File: src/rtl/hs32_prefetch_pkg.sv
`default_nettype none
// +----------------------------------------------------------------------+
// | hs32_prefetch_pkg : shared hs32 word constants, types and helpers     |
// | Revision: 1.0                                                         |
// +----------------------------------------------------------------------+
package hs32_prefetch_pkg;

  localparam int HS32_XLEN      = 32;
  localparam int HS32_INST_STEP = 4;

  typedef logic [HS32_XLEN-1:0] hs32_word_t;

  typedef struct packed {
    hs32_word_t pc;
    hs32_word_t inst;
  } hs32_fetch_t;

  function automatic hs32_word_t hs32_next_pc(input hs32_word_t pc);
    return pc + hs32_word_t'(HS32_INST_STEP);
  endfunction

endpackage
`default_nettype wire

File: src/rtl/hs32_prefetch_if.sv
`default_nettype none
// +----------------------------------------------------------------------+
// | hs32_prefetch_if : memory request/response and decode hand-off bus    |
// | Revision: 1.0                                                         |
// +----------------------------------------------------------------------+
interface hs32_prefetch_if import hs32_prefetch_pkg::*; ();

  hs32_word_t addr;
  logic       stbm;
  logic       stlm;
  logic       ackm;
  hs32_word_t dtr;
  hs32_word_t instd;
  hs32_word_t pcd;
  logic       reqd;
  logic       rdyd;
  hs32_word_t newpc;
  logic       flush;

  // master is the prefetcher; slave is the memory/decode environment
  modport master (
    output addr, stbm, instd, pcd, reqd,
    input  stlm, ackm, dtr, rdyd, newpc, flush
  );

  modport slave (
    input  addr, stbm, instd, pcd, reqd,
    output stlm, ackm, dtr, rdyd, newpc, flush
  );

endinterface
`default_nettype wire

File: src/rtl/hs32_sync_fifo.sv
`default_nettype none
// +----------------------------------------------------------------------+
// | hs32_sync_fifo : first-word-fall-through FIFO with synchronous clear  |
// | Revision: 1.0                                                         |
// +----------------------------------------------------------------------+
module hs32_sync_fifo #(
  parameter int DEPTH_LOG2 = 2,
  parameter int WIDTH      = 64
) (
  input  wire logic                  clk,
  input  wire logic                  reset,
  input  wire logic                  i_push,
  input  wire logic [WIDTH-1:0]      i_din,
  input  wire logic                  i_pop,
  input  wire logic                  i_clear,
  output logic      [WIDTH-1:0]      o_dout,
  output logic      [DEPTH_LOG2:0]   o_fill,
  output logic                       o_full
);

  localparam int                  CW      = DEPTH_LOG2 + 1;
  localparam logic [DEPTH_LOG2:0] c_DEPTH = CW'(1 << DEPTH_LOG2);

  logic [WIDTH-1:0]    r_mem [1 << DEPTH_LOG2];
  logic [DEPTH_LOG2:0] r_wptr;
  logic [DEPTH_LOG2:0] r_rptr;

  always_ff @(posedge clk or posedge reset) begin
    if (reset) begin
      r_wptr <= '0;
      r_rptr <= '0;
    end else if (i_clear) begin
      r_wptr <= '0;
      r_rptr <= '0;
    end else begin
      if (i_push) r_wptr <= r_wptr + CW'(1);
      if (i_pop)  r_rptr <= r_rptr + CW'(1);
    end
  end

  // storage is deliberately left out of reset; the head is ignored while empty
  always_ff @(posedge clk) begin
    if (i_push && !i_clear) r_mem[r_wptr[DEPTH_LOG2-1:0]] <= i_din;
  end

  assign o_fill = r_wptr - r_rptr;
  assign o_full = (o_fill == c_DEPTH);
  assign o_dout = r_mem[r_rptr[DEPTH_LOG2-1:0]];

endmodule
`default_nettype wire

File: src/rtl/hs32_prefetch.sv
`default_nettype none
// +----------------------------------------------------------------------+
// | hs32_prefetch : instruction prefetcher with pipelined memory issue,   |
// | in-order response queue and flush with late-ack discard              |
// | Revision: 1.0                                                         |
// +----------------------------------------------------------------------+
module hs32_prefetch import hs32_prefetch_pkg::*; #(
  parameter int         DEPTH_LOG2      = 2,
  parameter int         MAX_OUTSTANDING = 2,
  parameter hs32_word_t RESET_PC        = 32'h0000_0000
) (
  input wire logic         clk,
  input wire logic         reset,
  hs32_prefetch_if.master  bus
);

  localparam int CW      = DEPTH_LOG2 + 1;
  localparam int c_DEPTH = 1 << DEPTH_LOG2;

  hs32_word_t  r_ipc;
  hs32_word_t  r_rpc;
  logic [CW-1:0] r_outst;
  logic [CW-1:0] r_discard;
  logic        r_armed;

  logic [CW-1:0] w_fill;
  logic          w_full;
  logic [CW:0]   w_inflight;
  logic          w_issue;
  logic          w_accept;
  logic          w_keep;
  logic          w_reqd;
  logic          w_pop;
  logic [CW-1:0] w_acc_inc;
  logic [CW-1:0] w_ack_dec;
  hs32_fetch_t   w_push_entry;
  hs32_fetch_t   w_head;

  // every in-flight request already owns a FIFO slot, so pushes can never overflow
  assign w_inflight = {1'b0, w_fill} + {1'b0, r_outst};
  assign w_issue    = r_armed && !bus.flush
                      && (w_inflight < (CW+1)'(c_DEPTH))
                      && (r_outst < CW'(MAX_OUTSTANDING));
  assign w_accept   = w_issue && !bus.stlm;
  assign w_keep     = bus.ackm && (r_discard == '0) && !bus.flush;
  assign w_reqd     = (w_fill != '0);
  assign w_pop      = w_reqd && bus.rdyd && !bus.flush;
  assign w_acc_inc  = CW'(w_accept);
  assign w_ack_dec  = CW'(bus.ackm);

  assign w_push_entry = '{pc: r_rpc, inst: bus.dtr};

  hs32_sync_fifo #(
    .DEPTH_LOG2 (DEPTH_LOG2),
    .WIDTH      (2 * HS32_XLEN)
  ) u_fifo (
    .clk     (clk),
    .reset   (reset),
    .i_push  (w_keep),
    .i_din   (w_push_entry),
    .i_pop   (w_pop),
    .i_clear (bus.flush),
    .o_dout  (w_head),
    .o_fill  (w_fill),
    .o_full  (w_full)
  );

  always_ff @(posedge clk or posedge reset) begin
    if (reset) begin
      r_armed   <= 1'b0;
      r_ipc     <= RESET_PC;
      r_rpc     <= RESET_PC;
      r_outst   <= '0;
      r_discard <= '0;
    end else begin
      r_armed <= 1'b1;
      if (bus.flush) begin
        // an ack arriving with the flush is consumed here, not discarded later
        r_ipc     <= bus.newpc;
        r_rpc     <= bus.newpc;
        r_outst   <= r_outst - w_ack_dec;
        r_discard <= r_outst - w_ack_dec;
      end else begin
        if (w_accept) r_ipc <= hs32_next_pc(r_ipc);
        if (w_keep)   r_rpc <= hs32_next_pc(r_rpc);
        r_outst <= r_outst + w_acc_inc - w_ack_dec;
        if (bus.ackm && (r_discard != '0)) r_discard <= r_discard - CW'(1);
      end
    end
  end

  always_ff @(posedge clk) begin
    if (!reset) begin
      assert (!(bus.ackm && (r_discard == '0) && (r_outst == '0)));
      assert (!(w_keep && w_full));
    end
  end

  assign bus.addr  = r_ipc;
  assign bus.stbm  = w_issue;
  assign bus.reqd  = w_reqd;
  assign bus.instd = w_head.inst;
  assign bus.pcd   = w_head.pc;

endmodule
`default_nettype wire

File: src/flat_wrapper.sv
// flat-port wrapper written by rule: the top's interface ports become plain ports
module hs32_prefetch_flat import hs32_prefetch_pkg::*;
#(
  parameter int         DEPTH_LOG2      = 2,
  parameter int         MAX_OUTSTANDING = 2,
  parameter hs32_word_t RESET_PC        = 32'h0000_0000
)
  (clk, reset, bus_addr, bus_stbm, bus_instd, bus_pcd, bus_reqd, bus_stlm, bus_ackm, bus_dtr, bus_rdyd, bus_newpc, bus_flush);
  hs32_prefetch_if bus_i ();
  input wire logic clk;
  input wire logic reset;
  output wire logic [$bits(bus_i.addr)-1:0] bus_addr;
  output wire logic [$bits(bus_i.stbm)-1:0] bus_stbm;
  output wire logic [$bits(bus_i.instd)-1:0] bus_instd;
  output wire logic [$bits(bus_i.pcd)-1:0] bus_pcd;
  output wire logic [$bits(bus_i.reqd)-1:0] bus_reqd;
  input wire logic [$bits(bus_i.stlm)-1:0] bus_stlm;
  input wire logic [$bits(bus_i.ackm)-1:0] bus_ackm;
  input wire logic [$bits(bus_i.dtr)-1:0] bus_dtr;
  input wire logic [$bits(bus_i.rdyd)-1:0] bus_rdyd;
  input wire logic [$bits(bus_i.newpc)-1:0] bus_newpc;
  input wire logic [$bits(bus_i.flush)-1:0] bus_flush;
  assign bus_addr = bus_i.addr;
  assign bus_stbm = bus_i.stbm;
  assign bus_instd = bus_i.instd;
  assign bus_pcd = bus_i.pcd;
  assign bus_reqd = bus_i.reqd;
  assign bus_i.stlm = bus_stlm;
  assign bus_i.ackm = bus_ackm;
  assign bus_i.dtr = bus_dtr;
  assign bus_i.rdyd = bus_rdyd;
  assign bus_i.newpc = bus_newpc;
  assign bus_i.flush = bus_flush;
  hs32_prefetch #(.DEPTH_LOG2(DEPTH_LOG2), .MAX_OUTSTANDING(MAX_OUTSTANDING), .RESET_PC(RESET_PC)) u_core (.clk(clk), .reset(reset), .bus(bus_i));
endmodule
File: config.mk
export PLATFORM = sky130hd
export DESIGN_NAME = hs32_prefetch_flat
export DESIGN_NICKNAME = d
export VERILOG_FILES = /design/src/rtl/hs32_prefetch_pkg.sv /design/src/rtl/hs32_prefetch_if.sv /design/src/rtl/hs32_sync_fifo.sv /design/src/rtl/hs32_prefetch.sv /design/src/flat_wrapper.sv
export SDC_FILE = /design/constraint.sdc
export NUM_CORES = 1
export LEC_CHECK = 0
export BUFFER_PORTS_ARGS = -buffer_cell sky130_fd_sc_hd__buf_2
export CORE_ASPECT_RATIO = 1.5
export CORE_MARGIN = 3
export CORE_UTILIZATION = 58
export CTS_BUF_LIST = sky130_fd_sc_hd__clkbuf_16
export CTS_CLUSTER_DIAMETER = 30
export DETAILED_ROUTE_END_ITERATION = 7
export PLACE_DENSITY_LB_ADDON = 0.08
export SYNTH_ARGS = -nofsm -noshare
export SYNTH_HDL_FRONTEND = slang
export SYNTH_HIERARCHICAL = 1
export SYNTH_SLANG_ARGS = --single-unit
File: constraint.sdc
create_clock -name clk -period 5 [get_ports clk]
set_input_delay 1 -clock clk [delete_from_list [all_inputs] [get_ports clk]]
set_output_delay 1 -clock clk [all_outputs]
set_load 0.005 [all_outputs]
==> impl_metrics.tcl, run 1 <==
set metrics [dict create \
    status "complete, no violations" \
    cts_max_level 2 \
    worst_r2r_startpoint "u_core/u_fifo/r_rptr[0]" \
    grt_max_degree 67 \
    grt_pass1_wl_um 44000 \
    worstPathArrival_ns 3.21 \
    remaining_drc_errors 0 \
    rsz0062_at_grt "false" \
    dpl.hpwl_um 17500 \
    hold_viol 0 \
    yosysWarnings 6 \
    hold_buffers 0 \
    syn_area_sq_um 13700 \
    multi_input_area_sq_um 3800 \
    synthCells 814 \
    clock-sinks 333 \
    skew_ns 0.0179 \
    place.gp.congestion 0.876 \
    worst-path-stages 9 \
    cts_root_buf "clkbuf_16" \
    drtIter0Drc 512 \
    drv_cap 0 \
    setup_viol 0 \
    cts_made_buffers 43 \
    powerDensity_nw_per_um2 429 \
    area_growth_syn_to_layout_pct 19.0 \
    clockBufferDepth 3 \
    crit_required_ns 4.00 \
    initial_core_util 0.594 \
    irDropWorstVdd_v 0.000361 \
    drive_gt1_frac 0.333 \
    dr.pass1.iters 5 \
    routedWlPerCell_um 20.2 \
    tightest_slew_ns 0.961 \
    critical_path.startpoint_type "flop" \
    clock_power_share 0.437 \
    routed_wl_um 27500 \
    coreArea_sq_um 23100 \
    crit_fanout 30 \
    tns_ns 0 \
    die_w_um 132 \
    seq_area_sq_um 9620 \
    vias 7825 \
    clkLatencyLatePin_ns 0.53 \
    finalNetCount 1098 \
    crit_type "reg2out" \
    die_h_um 195 \
    setup.worst_path.start "u_core/u_fifo/r_rptr[0]" \
    endpoint_kind "output pin" \
    pwr-share-comb 0.097 \
    cpPeakStageDelay_ns 0.70 \
    grt_pass1_vias 8079 \
    synth_area_per_cell_sq_um 16.9 \
    postRouteAntennaNets 0 \
    swShare 0.242 \
    core.rowCount 68 \
    antenna_found_initial 0 \
    cts_resized 0 \
    fin_crit_sh 0.843 \
    cpMaxStageDelayCell "dfrtp_4" \
    leakagePower_nw 5.97 \
    dieArea_sq_um 25600 \
    min_period_ns 4.21 \
    maxSlewHeadroom 0.359 \
    antenna_cells 0 \
    fin_util 0.706 \
    crit_chain "ha_1 -> fa_1 -> xnor2_1 -> xnor2_1 -> ha_1 -> nor4_2 -> nand3_1 -> a31oi_1 -> buf_2" \
    synth_nets 903 \
    clkTransAtPathRegs_ns 0.05 \
    postCtsSetupBuffers 0 \
    path_delay_family "adder cells" \
    pwr-share-seq 0.466 \
    critPathBufInv 1 \
    hp-class "in2async" \
    power_switching_mw 1.70 \
    grt_overflow_total 0 \
    cts_tree "built" \
    r2r_cells 14 \
    intPower_mw 5.31 \
    ios 168 \
    final_max_slew_viol_count 0 \
    avgViaCountPerCell 5.76 \
    track_usage 0.218 \
    portBuffers 167 \
    fillers 1623 \
    max_freq_ghz 0.237 \
]
==> cell usage in the layout (no fill, tap or decap), drive strengths merged, types with 5 or more instances in the layout <==
master,instances
edfxtp,256
buf,180
dfrtp,77
mux4,64
nand2,55
inv,48
clkbuf,44
nand3,44
o21ai,43
xor2,28
nor2,24
nand4,19
ha,17
o211ai,14
xnor2,13
clkinv,10
a21oi,8
a31oi,8
o311ai,7
mux2,7
and3,7
nor3,7
and2,7
or3,6
nor4,6
nand2b,5
a21boi,5
==> layer usage <==
metal  vias to the layer above  part of all wire  track usage
met2                       242              0.52        0.380
met4                         0             0.027       0.0728
met3                        61             0.047       0.0324
li1                       3591                 -            -
met5                         -                 0            0
met1                      3931              0.40        0.284
==> metrics by stage <==
step / setup WS, ns / instance area [sq um] / power, mW / hold WS [ns] / std cells
after floorplan: 1.16 / 13700 / 3.76 / 0.476 / 814
after global routing: 0.501 / 16300 / 7.30 / 0.409 / 1359
final: 0.786 / 16300 / 7.01 / 0.407 / 1359
after detailed placement: 0.919 / 14900 / 4.01 / 0.524 / 1279
after CTS: 0.705 / 16300 / 7.08 / 0.396 / 1359
after global placement: 0.975 / 14900 / 4.00 / 0.501 / 1279
==> power groups by stage <==
stage | Sequential, mW | Clock (mW) | Combinational [mW]
finish | 3.26 | 3.06 | 0.681
CTS | 3.27 | 3.12 | 0.695
global placement | 3.32 | 0 | 0.683
detailed placement | 3.32 | 0 | 0.690
global route | 3.29 | 3.24 | 0.765
floorplan | 3.26 | 0 | 0.494
==> area by class of cell <==
class | count | area share
clock buffer | 44 | 0.0674
clock inverter | 36 | 0.0221
inverter | 29 | 0.00666
multi-input combinational | 422 | 0.233
sequential | 333 | 0.588
tap | 315 | 0.0241
timing repair buffer | 180 | 0.0586
==> state kept, by name, indices dropped and copies added (netlist names) <==
| register | cells |
|---|---|
| u_core/u_fifo/r_mem | 256 |
| u_core/bus.addr | 32 |
| u_core/r_rpc | 32 |
| u_core/r_discard | 3 |
| u_core/r_outst | 3 |
| u_core/u_fifo/r_rptr | 3 |
| u_core/u_fifo/r_wptr | 3 |
| u_core/r_armed | 1 |
==> worst reg2reg max path, cell delays in order, from the launching register on <==
cell and delay [ns]:
dfrtp_4 0.70, ha_1 0.31, fa_1 0.38, xnor2_1 0.18, xnor2_1 0.16, ha_1 0.27
nor4_2 0.29, and4_1 0.27, inv_2 0.19, ha_1 0.34, inv_1 0.04, ha_1 0.18
fa_1 0.38, xor2_1 0.16, o21ai_0 0.15
==> worst paths after layout <==
path | endpoint | slack [ns]
worst min register to register | u_core/u_fifo/r_mem[0][33] | 0.52
worst max-delay path | bus_stbm | 0.79
worst max register to register | u_core/r_outst[2] | 0.93
max in group asynchronous | u_core/bus.addr[19] | 3.42
worst min-delay path | u_core/u_fifo/r_rptr[2] | 0.41
min in group clk | u_core/u_fifo/r_mem[0][33] | 0.52
Power figures use the tool's default switching activity.
==> run 2, diff against run 1 <==
- CORE_UTILIZATION: 58 -> 52
- clock period: 5 -> 3.6 ns (I/O delays scaled with it)
==> impl_metrics.tcl, run 2 (same netlist as run 1, synthesis figures left out) <==
set metrics [dict create \
    final_cell_mix "edfxtp_1 (256), buf_2 (167), dfrtp_1 (75), mux4_2 (64), nand2_1 (55)" \
    hold_buffers 0 \
    maxSlewHeadroom 0.349 \
    crit_fanout 2 \
    skew_ns 0.0169 \
    worstPathArrival_ns 2.80 \
    swShare 0.247 \
    worst_r2r_startpoint "u_core/u_fifo/r_rptr[0]" \
    final_max_slew_viol_count 0 \
    cts_made_buffers 45 \
    pwr-share-seq 0.452 \
    place.gp.congestion 0.854 \
    vias 7740 \
    place_ws_ns 0.136 \
    place_inst 1304 \
    total_power_mw 9.98 \
    avgViaCountPerCell 5.58 \
    setup_slack_ns 0.0844 \
    final_common_cell "edfxtp_1" \
    coreArea_sq_um 25900 \
    rsz0062_at_grt "true" \
    tns_ns 0 \
    clockBufferDepth 3 \
    irDropWorstVdd_v 0.000501 \
    clock-sinks 333 \
    remaining_drc_errors 0 \
    clock_power_share 0.448 \
    drv_cap 0 \
    critical_path.startpoint_type "flop" \
    clkTransAtPathRegs_ns 0.06 \
    dpl_cell_area_sq_um 15000 \
    area_growth_syn_to_layout_pct 20.8 \
    antenna_cells 0 \
    tightest_slew_ns 0.977 \
    dr.pass1.iters 4 \
    postCtsSetupBuffers 0 \
    core.rowCount 72 \
    antenna_found_initial 0 \
    hold-worst-slack_ns 0.115 \
    grt_pass1_wl_um 44400 \
    drtIter0Drc 419 \
    powerDensity_nw_per_um2 601 \
    finalNetCount 1107 \
    instances_no_fill 1388 \
    pwr-share-comb 0.101 \
    leakagePower_nw 6.07 \
    routedWlPerCell_um 20.0 \
    r2r_slack_ns 0.23 \
    crit_type "reg2out" \
    die_w_um 139 \
    initial_core_util 0.530 \
    cts_root_buf "clkbuf_16" \
    cts_tree "built" \
    clkLatencyLatePin_ns 0.54 \
    grt_pass1_vias 8204 \
    largest_reg_flops 256 \
    intPower_mw 7.51 \
    max_freq_ghz 0.284 \
    fin_util 0.640 \
    min_period_ns 3.52 \
    track_usage 0.199 \
    cts_max_level 2 \
    ios 168 \
    dpl.hpwl_um 18000 \
    grt_overflow_total 0 \
    postRouteAntennaNets 0 \
    fin_crit_sh 0.977 \
    crit_required_ns 2.88 \
    status "complete, no violations" \
    endpoint_kind "output pin" \
    power_switching_mw 2.47 \
    grt_max_degree 67 \
    portBuffers 167 \
    dieArea_sq_um 28500 \
    drive_gt1_frac 0.344 \
    routed_wl_um 27700 \
    postLayoutCellArea_sq_um 16600 \
    hp-class "in2async" \
    setup.worst_path.start "u_core/u_fifo/r_rptr[0]" \
    setup_viol 0 \
    hold_viol 0 \
    die_h_um 205 \
]
## run 2: cell count changes in the layout (fill, tap and decap cells not counted), sizes merged
| cell | previous run | this run |
|---|---|---|
| bufinv | 4 | 3 |
| buf | 180 | 186 |
| inv | 48 | 54 |
| clkbuf | 44 | 48 |
| clkinv | 10 | 6 |
## run 2: area by class of cell
cell class / count / area, sq um
clock inverters: 37 / 388
well taps: 333 / 417
repair buffers: 187 / 1070
fillers: 1882 / 9340
multi-input cells: 422 / 3830
inverters: 29 / 109
clock buffers: 47 / 1180
flip-flops and latches: 333 / 9620
## run 2: path summary, 6_finish.rpt
| check | cells after the start | endpoint |
|---|---|---|
| setup / recovery | 9 | bus_stbm |
| hold / removal | 2 | u_core/u_fifo/r_rptr[2] |
| setup reg to reg | 14 | u_core/r_outst[2] |
| hold reg to reg | 0 | u_core/u_fifo/r_mem[3][33] |
| max in group asynchronous | 3 | u_core/bus.addr[14] |
| min in group clk | 1 | u_core/u_fifo/r_mem[3][31] |
## run 2: critical path, stage by stage (launching register included)
cell and delay [ns]:
dfrtp_4 0.47, ha_1 0.20, fa_2 0.36, xnor2_2 0.16, xnor2_2 0.15, ha_1 0.20
nor4_2 0.30, nand3_1 0.12, a31oi_1 0.17, buf_2 0.14
## run 2: routing by layer
metal	vias to the layer above	global-route usage	part of all wire
met5	-	0	0
met4	0	0.0668	0.025
met3	44	0.0385	0.049
met2	209	0.351	0.52
met1	3870	0.248	0.40
li1	3617	-	-
## run 2: what timing repair did
action                     in CTS  in global routing
setup endpoints to repair      22                 24
gates cloned                    0                  0
pin swaps                       3                  0
resized for setup               1                  4
## run 2: power by group through the flow
stage	combinational (mW)	clock, mW	sequential, mW
3_5_place_dp	1.02	0	4.58
6_report	1.01	4.46	4.51
3_3_place_gp	1.01	0	4.57
5_1_grt	1.14	4.74	4.53
4_1_cts	1.03	4.57	4.51
2_1_floorplan	0.686	0	4.53
